`config.mk`:
```
export PLATFORM = sky130hd
export DESIGN_NAME = pma_rx_word_aligner_flat
export DESIGN_NICKNAME = d
export VERILOG_FILES = /design/src/rtl/pma_rx_word_aligner_pkg.sv /design/src/rtl/pma_rx_word_aligner_if.sv /design/src/rtl/pma_rx_word_aligner_comma_detect.sv /design/src/rtl/pma_rx_word_aligner.sv /design/src/flat_wrapper.sv
export SDC_FILE = /design/constraint.sdc
export NUM_CORES = 1
export LEC_CHECK = 0
export CORE_ASPECT_RATIO = 1.25
export CORE_MARGIN = 1.5
export CORE_UTILIZATION = 40
export CTS_CLUSTER_SIZE = 12
export DETAILED_ROUTE_END_ITERATION = 8
export GPL_TIMING_DRIVEN = 0
export PLACE_DENSITY = 0.68
export SKIP_LAST_GASP = 1
export SYNTH_ARGS = -nofsm -noshare
export SYNTH_HDL_FRONTEND = slang
export SYNTH_HIERARCHICAL = 1
export SYNTH_SLANG_ARGS = --single-unit
export TNS_END_PERCENT = 30
```
`constraint.sdc`:
```
create_clock -name Bit_Rate_Clk -period 5.1 [get_ports Bit_Rate_Clk]
set_input_delay 1.02 -clock Bit_Rate_Clk [delete_from_list [all_inputs] [get_ports Bit_Rate_Clk]]
set_output_delay 1.02 -clock Bit_Rate_Clk [all_outputs]
set_load 0.01 [all_outputs]
```
`src/rtl/pma_rx_word_aligner_pkg.sv`:
```
// pma_rx_pkg: comma codes, symbol width, aligner states and saturating increment
package pma_rx_pkg;
  localparam int SYM_W = 10;
  localparam logic [SYM_W-1:0] K28P5_RDN = 10'b0011111010;
  localparam logic [SYM_W-1:0] K28P5_RDP = 10'b1100000101;
  typedef enum logic [1:0] {SEARCH, SYNC, LOCKED} state_t;
  function automatic logic [3:0] sat_inc(input logic [3:0] v);
    return (v == 4'hf) ? v : v + 4'd1;
  endfunction
endpackage

```
`src/rtl/pma_rx_word_aligner_if.sv`:
```
// pma_rx_word_aligner_if: recovered-bit input and aligned-symbol output bundle (Disp_Err with RX_DISP_CHECK_EN)
interface pma_rx_word_aligner_if;
  import pma_rx_pkg::*;
  logic Ser_in;
  logic RxPolarity;
  logic [SYM_W-1:0] Data_out;
  logic Data_Valid;
  logic Comma_Det;
  logic Symbol_Lock;
`ifdef RX_DISP_CHECK_EN
  logic Disp_Err;
  modport master(output Ser_in, RxPolarity, input Data_out, Data_Valid, Comma_Det, Symbol_Lock, Disp_Err);
  modport slave(input Ser_in, RxPolarity, output Data_out, Data_Valid, Comma_Det, Symbol_Lock, Disp_Err);
`else
  modport master(output Ser_in, RxPolarity, input Data_out, Data_Valid, Comma_Det, Symbol_Lock);
  modport slave(input Ser_in, RxPolarity, output Data_out, Data_Valid, Comma_Det, Symbol_Lock);
`endif
endinterface

```
`src/rtl/pma_rx_word_aligner_comma_detect.sv`:
```
// pma_comma_detect: hit[0] when w is K28.5 RD-, hit[1] when w is K28.5 RD+ (match = |hit, comma RD = hit[1])
module pma_comma_detect
  import pma_rx_pkg::*;
(
  input  logic [SYM_W-1:0] w,
  output logic [1:0]       hit
);
  assign hit = {w == K28P5_RDP, w == K28P5_RDN};
endmodule

```
`src/rtl/pma_rx_word_aligner.sv`:
```
// pma_rx_word_aligner: K28.5 comma word aligner for the recovered bit stream (optional RX_DISP_CHECK_EN)
module pma_rx_word_aligner
  import pma_rx_pkg::*;
#(
  parameter int DATA_WIDTH = 10,
  parameter int LOCK_CNT   = 3,
  parameter int UNLOCK_CNT = 4
) (
  input logic Bit_Rate_Clk,
  input logic Rst,
  pma_rx_word_aligner_if.slave rx
);
  state_t state_q, state_d;
  logic [DATA_WIDTH-1:0] w_q, w_d, dout_q, dout_d;
  logic [3:0] ph_q, ph_d, good_q, good_d, bad_q, bad_d;
  logic dv_q, dv_d, cd_q, cd_d, lock_q, lock_d;
  logic [1:0] hit;
  logic match, boundary, emit, realign;
  pma_comma_detect u_det (.w(w_q), .hit(hit));
  assign match = |hit;
  assign boundary = ph_q == 4'd9;
  always_comb begin
    state_d = state_q;
    good_d = good_q;
    bad_d = bad_q;
    emit = 1'b0;
    realign = 1'b0;
    case (state_q)
      SEARCH: realign = match;
      SYNC: begin
        emit = boundary;
        bad_d = 4'd0;
        good_d = (match && boundary) ? sat_inc(good_q) : good_q;
        state_d = (match && boundary && sat_inc(good_q) >= 4'(LOCK_CNT)) ? LOCKED : SYNC;
        realign = match && !boundary;
      end
      LOCKED: begin
        emit = boundary;
        bad_d = (match && boundary) ? 4'd0 : match ? sat_inc(bad_q) : bad_q;
        realign = match && !boundary && sat_inc(bad_q) >= 4'(UNLOCK_CNT);
      end
      default: state_d = SEARCH;
    endcase
    if (realign) begin
      emit = 1'b1;
      good_d = 4'd1;
      bad_d = 4'd0;
      state_d = (LOCK_CNT == 1) ? LOCKED : SYNC;
    end
    w_d = {w_q[DATA_WIDTH-2:0], rx.Ser_in ^ rx.RxPolarity};
    ph_d = (realign || boundary) ? 4'd0 : ph_q + 4'd1;
    dout_d = emit ? w_q : dout_q;
    dv_d = emit;
    cd_d = emit && match;
    lock_d = state_d == LOCKED;
  end
  always_ff @(posedge Bit_Rate_Clk) begin
    if (Rst) begin
      state_q <= SEARCH;
      w_q <= '0;
      dout_q <= '0;
      ph_q <= 4'd0;
      good_q <= 4'd0;
      bad_q <= 4'd0;
      dv_q <= 1'b0;
      cd_q <= 1'b0;
      lock_q <= 1'b0;
    end else begin
      state_q <= state_d;
      w_q <= w_d;
      dout_q <= dout_d;
      ph_q <= ph_d;
      good_q <= good_d;
      bad_q <= bad_d;
      dv_q <= dv_d;
      cd_q <= cd_d;
      lock_q <= lock_d;
    end
  end
  assign rx.Data_out = dout_q;
  assign rx.Data_Valid = dv_q;
  assign rx.Comma_Det = cd_q;
  assign rx.Symbol_Lock = lock_q;
`ifdef RX_DISP_CHECK_EN
  logic rd_q, rd_d, de_q, de_d, rd_in;
  logic [3:0] ones;
  always_comb begin
    ones = 4'd0;
    for (int i = 0; i < DATA_WIDTH; i++) ones = ones + 4'(w_q[i]);
    rd_in = realign ? hit[1] : rd_q;
    de_d = emit && !(ones == 4'd5 || (ones == 4'd6 && !rd_in) || (ones == 4'd4 && rd_in));
    rd_d = !emit ? rd_q : (ones > 4'd5) ? 1'b1 : (ones < 4'd5) ? 1'b0 : rd_in;
  end
  always_ff @(posedge Bit_Rate_Clk) begin
    if (Rst) begin
      rd_q <= 1'b0;
      de_q <= 1'b0;
    end else begin
      rd_q <= rd_d;
      de_q <= de_d;
    end
  end
  assign rx.Disp_Err = de_q;
`endif
endmodule

```
`src/flat_wrapper.sv`:
```
// flat-port wrapper written by rule: the top's interface ports become plain ports
module pma_rx_word_aligner_flat import pma_rx_pkg::*;
#(
  parameter int DATA_WIDTH = 10,
  parameter int LOCK_CNT   = 3,
  parameter int UNLOCK_CNT = 4
)
  (Bit_Rate_Clk, Rst, rx_Ser_in, rx_RxPolarity, rx_Data_out, rx_Data_Valid, rx_Comma_Det, rx_Symbol_Lock);
  pma_rx_word_aligner_if rx_i ();
  input logic Bit_Rate_Clk;
  input logic Rst;
  input wire logic [$bits(rx_i.Ser_in)-1:0] rx_Ser_in;
  input wire logic [$bits(rx_i.RxPolarity)-1:0] rx_RxPolarity;
  output wire logic [$bits(rx_i.Data_out)-1:0] rx_Data_out;
  output wire logic [$bits(rx_i.Data_Valid)-1:0] rx_Data_Valid;
  output wire logic [$bits(rx_i.Comma_Det)-1:0] rx_Comma_Det;
  output wire logic [$bits(rx_i.Symbol_Lock)-1:0] rx_Symbol_Lock;
  assign rx_i.Ser_in = rx_Ser_in;
  assign rx_i.RxPolarity = rx_RxPolarity;
  assign rx_Data_out = rx_i.Data_out;
  assign rx_Data_Valid = rx_i.Data_Valid;
  assign rx_Comma_Det = rx_i.Comma_Det;
  assign rx_Symbol_Lock = rx_i.Symbol_Lock;
  pma_rx_word_aligner #(.DATA_WIDTH(DATA_WIDTH), .LOCK_CNT(LOCK_CNT), .UNLOCK_CNT(UNLOCK_CNT)) u_core (.Bit_Rate_Clk(Bit_Rate_Clk), .Rst(Rst), .rx(rx_i));
endmodule
```
==> impl_metrics.json <==
{
  "synth_nets": 180,
  "grt_use_total": 0.1541,
  "hold_depth": 2,
  "path_max_fanout": 10,
  "root_buffer": "clkbuf_8",
  "synth_compound_area_frac": 0.1064,
  "hold_viol": 0,
  "vias": 1238,
  "worstSetupPathDepth": 4,
  "synthFlopType": "dfxtp_1",
  "synth_most_common_cell": "dfxtp_1",
  "cp.arrival_ns": 2.59,
  "core-area_sq_um": 4099,
  "die-area_sq_um": 4666,
  "antenna_found_initial": 0,
  "hpwl_um": 2490,
  "route.antenna.remaining_nets": 0,
  "cts_buffers": 5,
  "grt_pass1_vias": 1310,
  "max_cap_viol_count": 0,
  "power.density_nw_per_um2": 254.6,
  "yosys-top-cells-count": "dfxtp_1, nor2_1, ha_1",
  "yosysTopAreaCell": "dfxtp_1",
  "grt_overflow": 0,
  "postCtsSetupRepairBufs": 0,
  "synth_area_sq_um": 1705,
  "rows": 26,
  "synth_xor_area_frac": 0.02054,
  "grt_max_degree": 11,
  "ys_ff_latch": 37,
  "area_growth_pct": 18.19,
  "rsz0062_at_grt": "false",
  "firstDrtPassIters": 4,
  "drt-initial-drc-count": 45,
  "slew_violations": 0,
  "clk_path_buf_depth": 2,
  "synth_edf_count": 0,
  "worst_slew_margin_rel": 0.7437,
  "vias_per_cell": 4.992,
  "startpoint_type": "primary input",
  "cp_top_family": "buffers and inverters",
  "synthAdderAreaFrac": 0.05869,
  "path_clk_slew_ns": 0.07,
  "hold_ws_ns": 0.4905,
  "final-setup-viol-count": 0,
  "cts_resized": 0,
  "slowest_delay_ns": 0.66,
  "synth_cells": 168,
  "p_leak_nw": 0.8082,
  "remaining_drc_errors": 0,
  "timing.fmax_ghz": 0.4134,
  "drt_wl_total_um": 3234,
  "initial_utilization": 0.4161,
  "status": "complete, no violations",
  "die_h_um": 76,
  "netlist_top_cells_area": "dfxtp_1, mux2_4, ha_1, and2b_2, mux2i_1",
  "synth_top_family_by_area": "simple AND/OR/NAND/NOR gates",
  "finalNetCount": 203,
  "diodes": 0,
  "worstPathRequired_ns": 5.27,
  "ir_drop_uv": 163.9,
  "cts_tree": "yes",
  "ys_seq_area_frac": 0.4343,
  "hp-class": "register to register",
  "avgSynthCellArea_sq_um": 10.15,
  "crit_chain": "clkdlybuf4s50_1 > clkbuf_1 > and2b_2 > mux2_4",
  "async_flop_share": 0,
  "cts_sinks": 37,
  "period_minus_slack_ns": 2.419,
  "postCtsHoldBufs": 0,
  "htreeDepth": 2,
  "wl_per_cell_um": 13.04,
  "slowest_stage": "clkdlybuf4s50_1",
  "insertion_delay_ns": 0.28,
  "critPathKind": "primary input to register",
  "grt_pass1_wl_um": 5506,
  "yosysTopAreaCellShare": 0.4343,
  "finalCritPeriodShare": 0.4743,
  "synth_cell_type_count": 43,
  "port_buffers": 16,
  "post-place-ws_ns": 2.369,
  "layout-drive-gt1-share": 0.1615,
  "ys_warn_count": 6,
  "r2r_cells": 8,
  "routabilityCongestion": 0.7090,
  "ioPinCount": 17,
  "synth.area.mux_share": 0.1042,
  "tightest_slew_ns": 0.3837,
  "synth-simple-area-share": 0.2443,
  "finalWorstSetupSlack_ns": 2.681,
  "fin_skew_ns": 0.003851,
  "die_w_um": 61.40,
  "filler_cell_count": 404,
  "end_kind": "register",
  "fin_setup_tns_ns": 0,
  "worst-path-buf-inv": 2
}
## registers in the layout, indices dropped and copies added, names as in the netlist
register	cells
u_core/bad_q	4
u_core/state_q	2
u_core/rx.Comma_Det	1
u_core/rx.Data_Valid	1
u_core/good_q	4
u_core/ph_q	4
u_core/rx.Data_out	10
u_core/rx.Symbol_Lock	1
u_core/w_q	10
## cell families (layout without fill, tap and decap cells)
logic type,Yosys count,count (layout)
xor gates and xnor gates,4,4
AOI/OAI and AO/OA,27,27
and+or+nand+nor,68,68
adders and majority gates,8,8
muxes,14,14
DFF,37,37
buffers and inverters,10,34
## layout make-up
type | instances | area (sq um) | area share
multi-input combinational | 121 | 910.9 | 0.4519
clock buffer | 8 | 80.08 | 0.03973
tap | 56 | 70.07 | 0.03476
inverter | 5 | 18.77 | 0.009311
timing repair buffer | 16 | 160.2 | 0.07945
sequential | 37 | 740.7 | 0.3675
buffer | 5 | 35.03 | 0.01738
## through the flow
| step | total power [mW] | instance area [sq um] | utilization | std cells |
|---|---|---|---|---|
| 3_5_place_dp | 0.3308 | 1936 | 0.4722 | 240 |
| 3_3_place_gp | 0.3290 | 1936 | 0.4722 | 240 |
| 6_report | 0.5133 | 2016 | 0.4918 | 248 |
| 4_1_cts | 0.5201 | 2016 | 0.4918 | 248 |
| 5_1_grt | 0.5371 | 2016 | 0.4918 | 248 |
| 2_1_floorplan | 0.3223 | 1705 | - | 168 |
## cell usage in the layout (no fill, tap or decap), types with 2 or more instances in the layout
master / netlist / final
dfxtp_1: 37 / 37
clkdlybuf4s50_1: 0 / 16
nor2_1: 12 / 12
ha_1: 8 / 8
and2b_2: 7 / 7
nand2_1: 7 / 7
mux2_4: 7 / 7
nor2b_1: 7 / 7
a21oi_1: 6 / 6
nand2b_1: 6 / 6
clkbuf_8: 0 / 5
clkbuf_1: 2 / 5
inv_1: 5 / 5
nand3_1: 5 / 5
mux2i_1: 5 / 5
o21ai_0: 5 / 5
and2b_1: 4 / 4
a211oi_1: 4 / 4
xnor2_1: 4 / 4
nor3_1: 4 / 4
buf_6: 2 / 2
o21ai_1: 2 / 2
or2_2: 2 / 2
and2_1: 2 / 2
and3_1: 2 / 2
mux2_2: 2 / 2
nand4b_1: 2 / 2
or4b_1: 2 / 2
## worst paths after layout
| path | from | to | slack [ns] |
|---|---|---|---|
| min | u_core/rx.Data_out[9] | u_core/rx.Data_out[9] | 0.49 |
| max reg2reg | u_core/w_q[1] | u_core/rx.Data_out[5] | 2.68 |
| min reg2reg | u_core/rx.Data_out[9] | u_core/rx.Data_out[9] | 0.49 |
| max | Rst | u_core/rx.Data_out[4] | 2.68 |
## power breakdown
part	switching, mW	internal, mW
clock network	0.0923	0.0970
registers	0.00399	0.294
logic	0.0137	0.0128
## routing by layer
layer | global-route usage | part of all wire
met1 | 0.1496 | 0.39
met2 | 0.2915 | 0.58
met3 | 0.05433 | 0.029
met4 | 0.03830 | 0.0053
met5 | 0 | 0
## worst reg2reg max path, delay by kind of cell, from the launching register on
kind / cells / cell delay [ns]
DFF: 1 / 0.32
and+or+nand+nor: 3 / 0.91
muxes: 1 / 0.30
buffers and inverters: 1 / 0.18
AOI/OAI and AO/OA: 3 / 0.58
(Power assumes the default switching activity.)
